`src/rtl/vending_pkg.sv`:
```
// Shared coin encoding, FSM states and greedy-change helpers for the vending controller.
package vending_pkg;

  localparam logic [1:0] COIN_NONE = 2'b00;
  localparam logic [1:0] COIN_1    = 2'b01;
  localparam logic [1:0] COIN_2    = 2'b10;
  localparam logic [1:0] COIN_5    = 2'b11;

  typedef enum logic [1:0] {ACCEPT, VEND, CHANGE} state_t;

  function automatic logic [2:0] coin_value(input logic [1:0] code);
    case (code)
      COIN_1:  return 3'd1;
      COIN_2:  return 3'd2;
      COIN_5:  return 3'd5;
      default: return 3'd0;
    endcase
  endfunction

  function automatic logic [1:0] largest_coin(input logic [31:0] amount);
    if (amount >= 32'd5)      return COIN_5;
    else if (amount >= 32'd2) return COIN_2;
    else if (amount >= 32'd1) return COIN_1;
    else                      return COIN_NONE;
  endfunction

endpackage

```
`src/rtl/change_dispenser.sv`:
```
// Pays out an amount one greedy coin per cycle; an echo code (rejected coin) takes the
// output slot for one cycle without reducing the amount still owed.
module change_dispenser
  import vending_pkg::*;
#(
  parameter int CREDIT_W = 8
) (
  input  logic                clk,
  input  logic                rst,
  input  logic                i_load,
  input  logic [CREDIT_W-1:0] i_amount,
  input  logic [1:0]          i_echo,
  output logic [1:0]          o_cambio,
  output logic [CREDIT_W-1:0] o_rem,
  output logic                o_done
);

  logic [1:0]          r_cambio;
  logic [CREDIT_W-1:0] r_rem;
  logic [CREDIT_W-1:0] w_src;
  logic [1:0]          w_coin;

  assign w_src  = i_load ? i_amount : r_rem;
  assign w_coin = largest_coin(32'(w_src));

  always_ff @(posedge clk) begin
    if (rst) begin
      r_cambio <= COIN_NONE;
      r_rem    <= '0;
    end else if (i_echo != COIN_NONE) begin
      r_cambio <= i_echo;
      r_rem    <= w_src;
    end else begin
      // With nothing owed w_coin is COIN_NONE, so this also idles the output.
      r_cambio <= w_coin;
      r_rem    <= w_src - CREDIT_W'(coin_value(w_coin));
    end
  end

  assign o_cambio = r_cambio;
  assign o_rem    = r_rem;
  assign o_done   = (r_rem == '0);

endmodule

```
`src/rtl/vending_ctrl_param.sv`:
```
// Vending controller: coin credit, per-product price/stock, vend pulse, greedy refund.
// Moore outputs; credit shown during CHANGE is the amount the dispenser still owes.
module vending_ctrl_param
  import vending_pkg::*;
#(
  parameter int                        N_PROD     = 4,
  parameter int                        CREDIT_W   = 8,
  parameter int                        STOCK_W    = 4,
  parameter logic [N_PROD*CREDIT_W-1:0] PRICES    = {8'd7, 8'd5, 8'd3, 8'd2},
  parameter int                        STOCK_INIT = 5,
  localparam int                       SEL_W      = $clog2(N_PROD)
) (
  input  logic                clk,
  input  logic                rst,
  input  logic [1:0]          moneda,
  input  logic                sel_valid,
  input  logic [SEL_W-1:0]    seleccion,
  input  logic                cancelar,
  input  logic                refill,
  output logic [SEL_W-1:0]    producto,
  output logic                listo,
  output logic [1:0]          cambio,
  output logic [CREDIT_W-1:0] credito,
  output logic                agotado,
  output logic                ocupado
);

  state_t              r_state;
  logic [CREDIT_W-1:0] r_credit;
  logic [STOCK_W-1:0]  r_stock [N_PROD];
  logic [SEL_W-1:0]    r_producto;
  logic                r_listo, r_agotado, r_ocupado;

  logic [CREDIT_W-1:0] w_prices [N_PROD];
  logic [CREDIT_W:0]   w_sum;
  logic                w_ovf, w_accept, w_cancel, w_sel, w_sel_ok, w_vend, w_empty, w_refill;
  logic [CREDIT_W-1:0] w_credit_in, w_price, w_load_amt, w_rem;
  logic [STOCK_W-1:0]  w_stock_sel;
  logic                w_load, w_done;
  logic [1:0]          w_echo;

  for (genvar g = 0; g < N_PROD; g++) begin : g_price
    assign w_prices[g] = PRICES[g*CREDIT_W +: CREDIT_W];
  end

  assign w_sum       = {1'b0, r_credit} + (CREDIT_W+1)'(coin_value(moneda));
  assign w_ovf       = w_sum[CREDIT_W];
  assign w_credit_in = w_ovf ? r_credit : w_sum[CREDIT_W-1:0];

  assign w_accept    = (r_state == ACCEPT);
  assign w_cancel    = w_accept && cancelar;
  assign w_sel       = w_accept && !cancelar && sel_valid;
  assign w_refill    = w_accept && !cancelar && !sel_valid && refill;
  assign w_sel_ok    = (32'(seleccion) < 32'(N_PROD));
  assign w_price     = w_prices[seleccion];
  assign w_stock_sel = r_stock[seleccion];
  // Affordability uses the credit held before this cycle's coin.
  assign w_empty     = w_sel && w_sel_ok && (w_stock_sel == '0);
  assign w_vend      = w_sel && w_sel_ok && (w_stock_sel != '0) && (r_credit >= w_price);

  assign w_echo      = (w_accept && w_ovf) ? moneda : COIN_NONE;
  assign w_load      = (w_cancel && (w_credit_in != '0)) || ((r_state == VEND) && (r_credit != '0));
  assign w_load_amt  = (r_state == VEND) ? r_credit : w_credit_in;

  change_dispenser #(.CREDIT_W(CREDIT_W)) u_disp (
    .clk      (clk),
    .rst      (rst),
    .i_load   (w_load),
    .i_amount (w_load_amt),
    .i_echo   (w_echo),
    .o_cambio (cambio),
    .o_rem    (w_rem),
    .o_done   (w_done)
  );

  always_ff @(posedge clk) begin
    if (rst) begin
      r_state    <= ACCEPT;
      r_credit   <= '0;
      r_producto <= '0;
      r_listo    <= 1'b0;
      r_agotado  <= 1'b0;
      r_ocupado  <= 1'b0;
      for (int i = 0; i < N_PROD; i++) r_stock[i] <= STOCK_W'(STOCK_INIT);
    end else begin
      r_listo   <= 1'b0;
      r_agotado <= 1'b0;
      case (r_state)
        ACCEPT: begin
          r_credit <= w_credit_in;
          if (w_cancel) begin
            if (w_credit_in != '0) begin
              r_state   <= CHANGE;
              r_ocupado <= 1'b1;
              r_credit  <= '0;
            end
          end else if (w_vend) begin
            r_state             <= VEND;
            r_ocupado           <= 1'b1;
            r_listo             <= 1'b1;
            r_producto          <= seleccion;
            r_credit            <= w_credit_in - w_price;
            r_stock[seleccion]  <= w_stock_sel - STOCK_W'(1);
          end else if (w_empty) begin
            r_agotado <= 1'b1;
          end else if (w_refill) begin
            for (int i = 0; i < N_PROD; i++) r_stock[i] <= STOCK_W'(STOCK_INIT);
          end
        end
        VEND: begin
          // Leftover credit is handed to the dispenser, which owns it until paid out.
          if (r_credit != '0) begin
            r_state  <= CHANGE;
            r_credit <= '0;
          end else begin
            r_state   <= ACCEPT;
            r_ocupado <= 1'b0;
          end
        end
        CHANGE: begin
          if (w_done) begin
            r_state   <= ACCEPT;
            r_ocupado <= 1'b0;
          end
        end
        default: begin
          r_state   <= ACCEPT;
          r_ocupado <= 1'b0;
        end
      endcase
    end
  end

  assign producto = r_producto;
  assign listo    = r_listo;
  assign agotado  = r_agotado;
  assign ocupado  = r_ocupado;
  assign credito  = (r_state == CHANGE) ? w_rem : r_credit;

endmodule

```
`config.mk`:
```
export PLATFORM = sky130hd
export DESIGN_NAME = vending_ctrl_param
export DESIGN_NICKNAME = d
export VERILOG_FILES = /design/src/rtl/vending_pkg.sv /design/src/rtl/change_dispenser.sv /design/src/rtl/vending_ctrl_param.sv
export SDC_FILE = /design/constraint.sdc
export NUM_CORES = 1
export LEC_CHECK = 0
export CORE_MARGIN = 2
export CORE_UTILIZATION = 50
export DETAILED_ROUTE_END_ITERATION = 12
export PLACE_DENSITY_LB_ADDON = 0.25
export SYNTH_ARGS = -nofsm -noshare
export SYNTH_HDL_FRONTEND = slang
export SYNTH_SLANG_ARGS = --single-unit
```
`constraint.sdc`:
```
create_clock -name clk -period 14 [get_ports clk]
set_input_delay 2.8 -clock clk [delete_from_list [all_inputs] [get_ports clk]]
set_output_delay 2.8 -clock clk [all_outputs]
set_load 0.005 [all_outputs]
```
# Word-level counts from Yosys, hierarchy flattened

Memories as Yosys holds them, arrays and structs flattened.
Cells that the tools add are included.

Register bits after elaboration: 25
Bits in latches: 0
Memory bits (writable): 16
ROM bits: 0
Memories kept: 1

Memories:

| memory  | words | width | rd ports | clocked after memory_dff | write ports | line                     | RTL |
|---|---|---|---|---|---|---|---|
| r_stock | 4     | 4     | 1        | 0                        | 4           | vending_ctrl_param.sv:30 | `logic [STOCK_W-1:0] r_stock [N_PROD];` |

Add/subtract/negate cells: 4
Multipliers: 0
Divide/modulo/power cells: 0
$lt $le $gt $ge: 5
Eq/ne operators: 13
Shift-type cells: 0
Muxes and demuxes: 56
Bitwise operators: 7
Reduce and logical (&&, ||, !) cells: 28

Operator list:

| operator             | number |
|---|---|
| $mux W8              | 11 |
| $mux W1              | 22 |
| $mux W2              | 10 |
| $mux W4              | 5 |
| $pmux W3 S3          | 2 |
| $bmux W8 S2          | 1 |
| $pmux W8 S2          | 1 |
| $reduce_bool A8 Y1   | 2 |
| $logic_and A1 B1 Y1  | 11 |
| $eq A2 B2 Y1 const B | 5 |
| $add A8 B3 Y9        | 1 |
| $ge A8 B1 Y1 const B | 1 |
| $ge A8 B2 Y1 const B | 1 |
| $ge A8 B3 Y1 const B | 1 |
| $ge A8 B8 Y1         | 1 |
| $logic_not A8 Y1     | 1 |
| $reduce_or A4 Y1     | 2 |
| $sub A8 B3 Y8        | 1 |
| $sub A8 B8 Y8        | 1 |
| $eq A2 B1 Y1 const B | 3 |
| $mux W3              | 2 |
| $pmux W2 S3          | 1 |
| $reduce_and A3 Y1    | 2 |
| $logic_not A4 Y1     | 1 |
| other kinds (17)     | 24 |

# Logic depth before layout (Yosys ltp)

Gate-level depths: netlist of the first run.

Depth in word-level cells: 18
Gate-level depth with buffers: 21

# By module

A second synthesis of the first run with hierarchy kept.

Cells, all modules: 345
Area total of the unflattened synthesis: 3032.9 um^2

By module, submodules not included:

| module             | times used | cells each | area an instance (um^2) | sequential area each (um^2) |
|---|---|---|---|---|
| vending_ctrl_param | 1          | 266        | 2323.5                  | 780.7 |
| change_dispenser   | 1          | 79         | 709.4                   | 200.2 |

# Least setup slack after synthesis of the first run

Ideal clock, no wire load.

Path type: input-to-reg
From: input moneda[0]
To: register u_disp.r_rem[5] (netlist: u_disp.o_rem[5])
Arrival time: 6.657 ns
Required time: 13.909 ns
Setup slack: 7.252 ns
Stages on the path: 20
Path buffers: 2
Cells stage by stage: ha_1 > inv_1 > fa_1 > nor2b_1 > buf_2 > o21ai_0 > nor4b_1 > o31ai_1 > o31a_1 > buf_6 > o221a_4 > a21oi_1 > ha_1 > nor2b_1 > o21ai_0 > nand3b_1 > a211oi_1 > xor2_1 > a21oi_1 > a311oi_1

Longest elaborated chain between the ends: 18
Elaborated cells on any way between the ends: 28
Classes of those cells: 2 x add/sub; 3 x order compare; 6 x eq/ne; 12 x mux; 5 x reduce/logical

RTL lines:

| element                                             | line                     | RTL |
|---|---|---|
| start, declared                                     | vending_ctrl_param.sv:15 | `input logic [1:0] moneda,` |
| $eq A2 B2 Y1 / $eq A2 B1 Y1 (equally long branches) | vending_pkg.sv:12        | `case (code)` |
| $pmux W3 S3                                         | vending_pkg.sv:12        |  |
| $add A8 B3 Y9                                       | vending_ctrl_param.sv:46 | `assign w_sum = {1'b0, r_credit} + (CREDIT_W+1)'(coin_value(moneda));` |
| $mux W8                                             | vending_ctrl_param.sv:48 | `assign w_credit_in = w_ovf ? r_credit : w_sum[CREDIT_W-1:0];` |
| $reduce_bool A8 Y1                                  | vending_ctrl_param.sv:62 | `assign w_load = (w_cancel && (w_credit_in != '0)) \|\| ((r_state == VEND) && (r_credit != '0));` |
| $logic_and A1 B1 Y1                                 | vending_ctrl_param.sv:62 |  |
| $logic_or A1 B1 Y1                                  | vending_ctrl_param.sv:62 |  |
| $mux W8                                             | change_dispenser.sv:23   | `assign w_src = i_load ? i_amount : r_rem;` |
| [... 2 more ...]                                    | n/a                      |  |
| $mux W2                                             | vending_pkg.sv:22        | `else if (amount >= 32'd2) return COIN_2;` |
| $mux W2                                             | vending_pkg.sv:21        | `if (amount >= 32'd5) return COIN_5;` |
| $eq A2 B2 Y1 / $eq A2 B1 Y1 (equally long branches) | vending_pkg.sv:12        |  |
| $pmux W3 S3                                         | vending_pkg.sv:12        |  |
| $mux W3                                             | change_dispenser.sv:30   | `end else if (i_echo != COIN_NONE) begin` |
| $mux W3                                             | change_dispenser.sv:27   | `if (rst) begin` |
| $sub A8 B3 Y8                                       | change_dispenser.sv:36   | `r_rem <= w_src - CREDIT_W'(coin_value(w_coin));` |
| $mux W8 *                                           | change_dispenser.sv:30   |  |
| end signal, assigned                                | change_dispenser.sv:32   | `r_rem <= w_src;` |
| end signal, assigned                                | change_dispenser.sv:36   |  |
| end, declared                                       | change_dispenser.sv:19   | `logic [CREDIT_W-1:0] r_rem;` |

Mark *: on every way between the ends. The rest lies on a longest branch, timed or not. The select of a mux whose other input is x is not followed.
A chain may end at the register's enable or synchronous reset.

# Final worst setup path of the first run

From: input moneda[0]
To: register u_disp.r_rem[4] (netlist: u_disp.o_rem[4])

The elaborated chain is that of the path after synthesis.

==> results of run 1 <==
[layout make-up]
type / instances / area, um^2
fill: 547 / 2720
multi-input combinational: 301 / 2120
sequential: 41 / 981
clock buffer: 5 / 68.8
clock inverter: 3 / 68.8
timing repair buffer: 25 / 245
inverter: 15 / 56.3
tap: 77 / 96.3
[how the worst min path moves through the flow]
stage / start / to / slack [ps]
4_1_cts: producto[1] / producto[1] / 500
5_1_grt: ocupado / ocupado / 520
2_1_floorplan: ocupado / ocupado / 460
3_3_place_gp: producto[1] / producto[1] / 480
3_5_place_dp: ocupado / ocupado / 470
6_report: producto[1] / producto[1] / 490
[critical path: stages]
cell	delay [ps]
clkdlybuf4s50_1	620
ha_1	280
inv_1	80
fa_1	420
nor2b_1	500
o21ai_0	310
nor4b_1	460
o31ai_1	200
o31ai_2	210
buf_4	250
nand2_1	200
o21ai_0	260
ha_1	220
inv_1	60
fa_1	400
nand2_1	80
nand3b_1	140
a21oi_1	300
xor2_1	190
a21oi_1	60
a311oi_1	270
[state kept, by name, indices dropped and copies added, names as in the netlist, 2 cells and up]
signal,count
u_disp.o_cambio,2
r_state,2
r_stock,16
u_disp.o_rem,8
r_credit,8
producto,2
[cells by family after synthesis]
logic type | count (synthesis) | synth area share
compound gates | 89 | 0.195
mux | 19 | 0.0755
simple gates | 161 | 0.261
buf+inv | 37 | 0.0607
fa+ha+maj | 16 | 0.0675
xor+xnor | 16 | 0.0425
flops | 41 | 0.297
[routing by layer]
layer / track usage / wire length, um / up-vias
met4: 0.0722 / 131 / 0
met3: 0.0350 / 292 / 14
met1: 0.302 / 3630 / 1389
met5: 0 / 0 / -
met2: 0.377 / 4030 / 69
li1: - / - / 1425
[cells in the final DEF (no fill, tap or decap), types with 15 or more instances in the layout]
cell / count
nor3_1: 15
clkdlybuf4s50_1: 23
nor2_1: 35
a21oi_1: 15
dfxtp_1: 25
nand2_1: 30
edfxtp_1: 16
nand3_1: 16
o21ai_0: 20
inv_1: 15
[per-stage QoR]
| stage | total power [mW] | cells | util | hold slack, ps |
|---|---|---|---|---|
| 2_1_floorplan | 0.320 | 379 | - | 465 |
| 3_3_place_gp | 0.373 | 459 | 0.551 | 478 |
| 3_5_place_dp | 0.374 | 459 | 0.551 | 472 |
| 4_1_cts | 0.492 | 467 | 0.572 | 502 |
| 5_1_grt | 0.524 | 467 | 0.572 | 517 |
| 6_report | 0.492 | 467 | 0.572 | 494 |
[power by group through the flow]
stage                     registers (mW)  logic, mW  clock network, mW
final                              0.161      0.214              0.117
after global routing               0.164      0.236              0.124
after CTS                          0.161      0.212              0.119
after detailed placement           0.163      0.210                  0
after global placement             0.163      0.210                  0
after floorplan                    0.155      0.165                  0
==> key figures, run 1 <==
Yosys
  – Post-Synthesis Cell Area: about 3300 um^2
  – Syn avg cell area: ~8.7 um^2
  – Netlist cell types: 67
  – Ys flop type: dfxtp_1
  – Synth Net Count: 404
  – Synth top cells by count: 35 x nor2_1, 30 x nand2_1, 25 x dfxtp_1
  – Top cells by area, synth: dfxtp_1 15%, edfxtp_1 15%, ha_1 4.9%, nor2_1 4.0%, nand2_1 3.4%
  – Post-synth EDFFs: 16
  – Area leader, netlist: dfxtp_1
  – Most frequent cell after synthesis: nor2_1
  – Ys async rst share: 0
  – Ys Warns: 0
  – Register bit total from synthesis: approximately 40
  – Seq/Total Area, Yosys: 0.297
  – Synth top area share: 0.152
  – Mapped Cells: 379

Timing
  – Setup Viol. Count Final: 0
  – Final worst-path cycle share: 0.578
  – Sum Neg Setup Slack: 0 ps
  – Fmax: around 120 MHz
  – Setup ws final: roughly 6000 ps
  – Final min period: 8090 ps
  – Worst-Margin Slew: around 940 ps
  – RSZ-0062 raised after global routing: no
  – Clk_skew: ~11 ps
  – Final hold viol count: 0
  – Rel. slew slack: 0.366
  – Count of pins over their slew limit: 0

Pwr
  – Leak pwr: 1.39 nW
  – Pint: 315 uW
  – Clock share of power: 0.238
  – PwrDens: between 100 and 150 nW/um^2
  – VDD IR-drop max: slightly below 0.1 mV
  – Psw: between 150 and 200 uW
  – Gate power share: 0.434
  – Switching Share: 0.361
  – Reg power frac: 0.328

Placed design
  – Count of input and output buffers: 23
  – Dpl cell area: about 3500 um^2
  – Detailed Place HPWL: 5980 um
  – GPL Wtd Cong: between 0.9 and 1
  – Dpl ws: 5700 ps

Setup path
  – Crit path DAT: a little over 8000 ps
  – Worst setup SP type: input pin
  – Worst r2r path cells: 20
  – CP endpoint: u_disp.o_rem[4]
  – Crit path max fanout: 13
  – Worst endpoint required time: 14210 ps
  – Kind of critical path: input pin to register
  – R2R Path End: u_disp.o_rem[4]
  – Crit path capture type: register
  – FF-to-FF setup slack: around 8600 ps
  – RR Startpoint: r_credit[0]
  – Worst Setup SP: moneda[0]

Clocking
  – TritonCTS buffer count: 5
  – TritonCTS clock tree: done
  – Hold_buf cts: 0
  – H-tree Lvls: 2
  – Clock buffer depth: 2
  – Post-CTS resize count: 0
  – Postcts setup bufs: 0
  – CTS root buf: clkbuf_8
  – Clock slew seen by the registers of the worst setup and hold paths: roughly 90 ps
  – Clk sinks: between 40 and 50
  – Insertion delay to the later sink of the worst-skew pair: 300 ps

Floorplanning
  – Initial Util: 0.520
  – Die ar.: 7270 um^2
  – DIE WIDTH: 85.2 um
  – Row count: 29
  – Die height: between 80 and 90 um
  – I/O pins: 24
  – Core Box Area: between 6000 and 7000 um^2

Final layout
  – Area delta synth->final: 10.2%
  – Nets: between 400 and 500
  – Final instance area: roughly 3600 um^2
  – Antenna cells: 0
  – Fraction of layout cells with a size suffix above 1: 0.0974

Worst hold path
  – Tightest Hold Check Type: register to register
  – Hold depth: 2

Route
  – Iter 0 DRT Violations: between 200 and 250
  – Routed via count: approximately 2900
  – Avg WL per Cell: roughly 17 um
  – Via/cell ratio: 6.20
  – Final ANT Viol Nets: 0
  – First-pass DRT Iterations: 5
  – Residual DRC: 0
  – Final WL: 8080 um

Global route
  – Total grt overflow: 0
  – Tot GR Track Use: 0.226
  – Vias in the first global route: approximately 2600
  – Pin count of the biggest net entering global routing: 35
  – Initial antenna violation count: 0
  – First-pass GRT wire length: 13200 um

Outcome
  – Status: finished clean

Job
  – Max-Cap Viols: 0
Power figures use the tool's default switching activity.
==> run 2, diff against run 1 <==
==> constraint.sdc (replaced) <==
create_clock -name clk -period 6.55 [get_ports clk]
set_input_delay 1.31 -clock clk [delete_from_list [all_inputs] [get_ports clk]]
set_output_delay 1.31 -clock clk [all_outputs]
set_load 0.005 [all_outputs]
==> run 2 against run 1 <==
  * Power rose by 110%
  * Combinational power grew 110%
  * Register-to-register slack worse by 7000 ps
  * Sequential power grew 110%
  * Critical path type unchanged
  * Highest routed layer unchanged
==> key figures, run 2 (synthesized netlist as in run 1, its figures left out) <==
Final layout
  – Commonest non-fill, non-tap cell in the layout: nor2_1
  – Antenna cells: 0 (unchanged)
  – Fraction of layout cells with a size suffix above 1: 0.113 (+0.0159)
  – Nets: 421 (+1.7%)
  – Largest Register: r_stock
  – Area delta synth->final: 11.1%
  – Max reg flops: 16 (unchanged)
  – Most frequent cells in the layout: 35 x nor2_1, 30 x nand2_1, 25 x dfxtp_1
  – Number of fill cells: 584 (+6.8%)

Timing
  – Rel. slew slack: 0.411 (+0.0449)
  – Final min period: approximately 6000 ps
  – Worst-Margin Slew: 876 ps (-66.7 ps)
  – Fmax: around 170 MHz
  – Final hold viol count: 0 (unchanged)
  – Sum Neg Setup Slack: 0 ps (unchanged)
  – Clk_skew: 10.9 ps (-0.592 ps)
  – Setup Viol. Count Final: 0 (unchanged)
  – Count of pins over their slew limit: 0 (unchanged)
  – RSZ-0062 raised after global routing: no
  – Final worst-path cycle share: 0.917

Setup path
  – Cell family with most CP delay: compound AO/OA/AOI/OAI gates
  – Max incr delay on CP: 580 ps (-40 ps)
  – Crit path DAT: 6230 ps (-2070 ps)
  – Buf/Inv on CP: 2 (-2)
  – FF-to-FF setup slack: 1600 ps (-7000 ps)
  – Critical-path top delay cell: o31ai_1
  – Worst endpoint required time: 6770 ps (-7440 ps)
  – Critical-path cell list: clkdlybuf4s50_1, ha_1, inv_1, fa_1, nor2b_1, o21ai_0, and2_2, o31ai_1, o31a_1, nor2_1, a21oi_1, ha_1, nor2b_1, o21ai_0, nand3b_1, a211oi_1, xor2_1, a21oi_1, a311oi_1
  – Crit path capture type: register
  – Kind of critical path: input pin to register
  – Crit path max fanout: 6 (-7)
  – Worst setup SP type: input pin

Global route
  – Tot GR Track Use: 0.235 (+0.00850)
  – Total grt overflow: 0 (unchanged)
  – Vias in the first global route: 2861 (+8.1%)
  – Pin count of the biggest net entering global routing: 35 (unchanged)
  – First-pass GRT wire length: 13700 um (+3.6%)
  – Initial antenna violation count: 0 (unchanged)

Route
  – Final ANT Viol Nets: 0 (unchanged)
  – Via/cell ratio: 6.04 (-2.6%)
  – First-pass DRT Iterations: 4 (-1)
  – Final WL: 8160 um (+1.0%)
  – Routed via count: 2864 (-1.1%)
  – Iter 0 DRT Violations: 211 (-12%)
  – Avg WL per Cell: 17.2 um (-0.45%)
  – Residual DRC: 0 (unchanged)

Clocking
  – H-tree Lvls: 2 (unchanged)
  – Postcts setup bufs: 0 (unchanged)
  – Post-CTS resize count: 0 (unchanged)
  – TritonCTS clock tree: done
  – Clk sinks: 41 (unchanged)
  – Clock slew seen by the registers of the worst setup and hold paths: 90 ps (about the same)
  – Clock buffer depth: 2 (unchanged)
  – Hold_buf cts: 0 (unchanged)
  – Insertion delay to the later sink of the worst-skew pair: 310 ps (about the same)
  – CTS root buf: clkbuf_8
  – TritonCTS buffer count: 5 (unchanged)

Floorplanning
  – Initial Util: 0.520 (unchanged)
  – Row count: 29 (unchanged)
  – Die ar.: 7270 um^2 (unchanged)
  – Die height: 85.2 um (unchanged)
  – I/O pins: 24 (unchanged)
  – Core Box Area: 6350 um^2 (unchanged)
  – DIE WIDTH: 85.2 um (unchanged)

Pwr
  – VDD IR-drop max: 0.197 mV (+99%)
  – Leak pwr: 1.41 nW (+1.4%)
  – Overall power: 1.02 mW (+110%)
  – PwrDens: 277 nW/um^2 (+100%)

Job
  – Max-Cap Viols: 0 (unchanged)

Placed design
  – Detailed Place HPWL: 6170 um (+3.2%)
  – GPL Wtd Cong: 0.898 (-3.9%)
  – Count of input and output buffers: 23 (unchanged)

Worst hold path
  – Tightest Hold Check Type: register to register

Outcome
  – Status: finished clean
run 2: changes by cell type in the layout (fill, tap and decap cells not counted), sizes merged:
cell      delta
inv          -1
buf          +7
clkinvlp     +1
clkinv       +1
bufinv       -1
run 2: final cells by class:
cell class              instances  area (um^2)  area share
multi-input cells             301         2120       0.578
inverters                      15         56.3      0.0154
repair buffers                 32          298      0.0813
well taps                      77         96.3      0.0263
flip-flops and latches         41          981       0.268
clock buffers                   5         68.8      0.0188
clock inverters                 3         46.3      0.0126
run 2: worst paths after layout:
kind | startpoint | endpoint | cells after the start
setup / recovery | moneda[0] | u_disp.o_rem[5] | 19
hold reg to reg | ocupado | ocupado | 2
setup reg to reg | r_credit[0] | u_disp.o_rem[5] | 18
hold / removal | ocupado | ocupado | 2
run 2: power by group:
part	total (mW)	leakage, nW	switching [mW]	internal [mW]
combinational	0.459	1.01	0.236	0.223
clock	0.212	0.0543	0.0979	0.114
sequential	0.344	0.344	0.0444	0.300
run 2: per-stage QoR:
stage               cells   util  worst slack (ps)  area, um^2  hold WS, ps
floorplan             379      -              1290        3300          465
global placement      466  0.559               372        3550          472
detailed placement    466  0.559               281        3550          485
CTS                   474  0.577               594        3660          505
finish                474  0.577               544        3660          491
global route          474  0.577               195        3660          527
run 2: layer usage:
layer / up-vias / global-route usage / part of all wire
met5: - / 0 / 0
met4: 0 / 0.0823 / 0.017
met3: 15 / 0.0331 / 0.037
met2: 68 / 0.398 / 0.50
met1: 1337 / 0.306 / 0.44
li1: 1444 / - / -
run 2: worst min-delay path: cells and delay by family (launching register included):
family | cells | cell delay, ps
flip-flops | 1 | 310
AND/OR/NAND/NOR | 1 | 60
AO/OA/AOI/OAI | 1 | 70
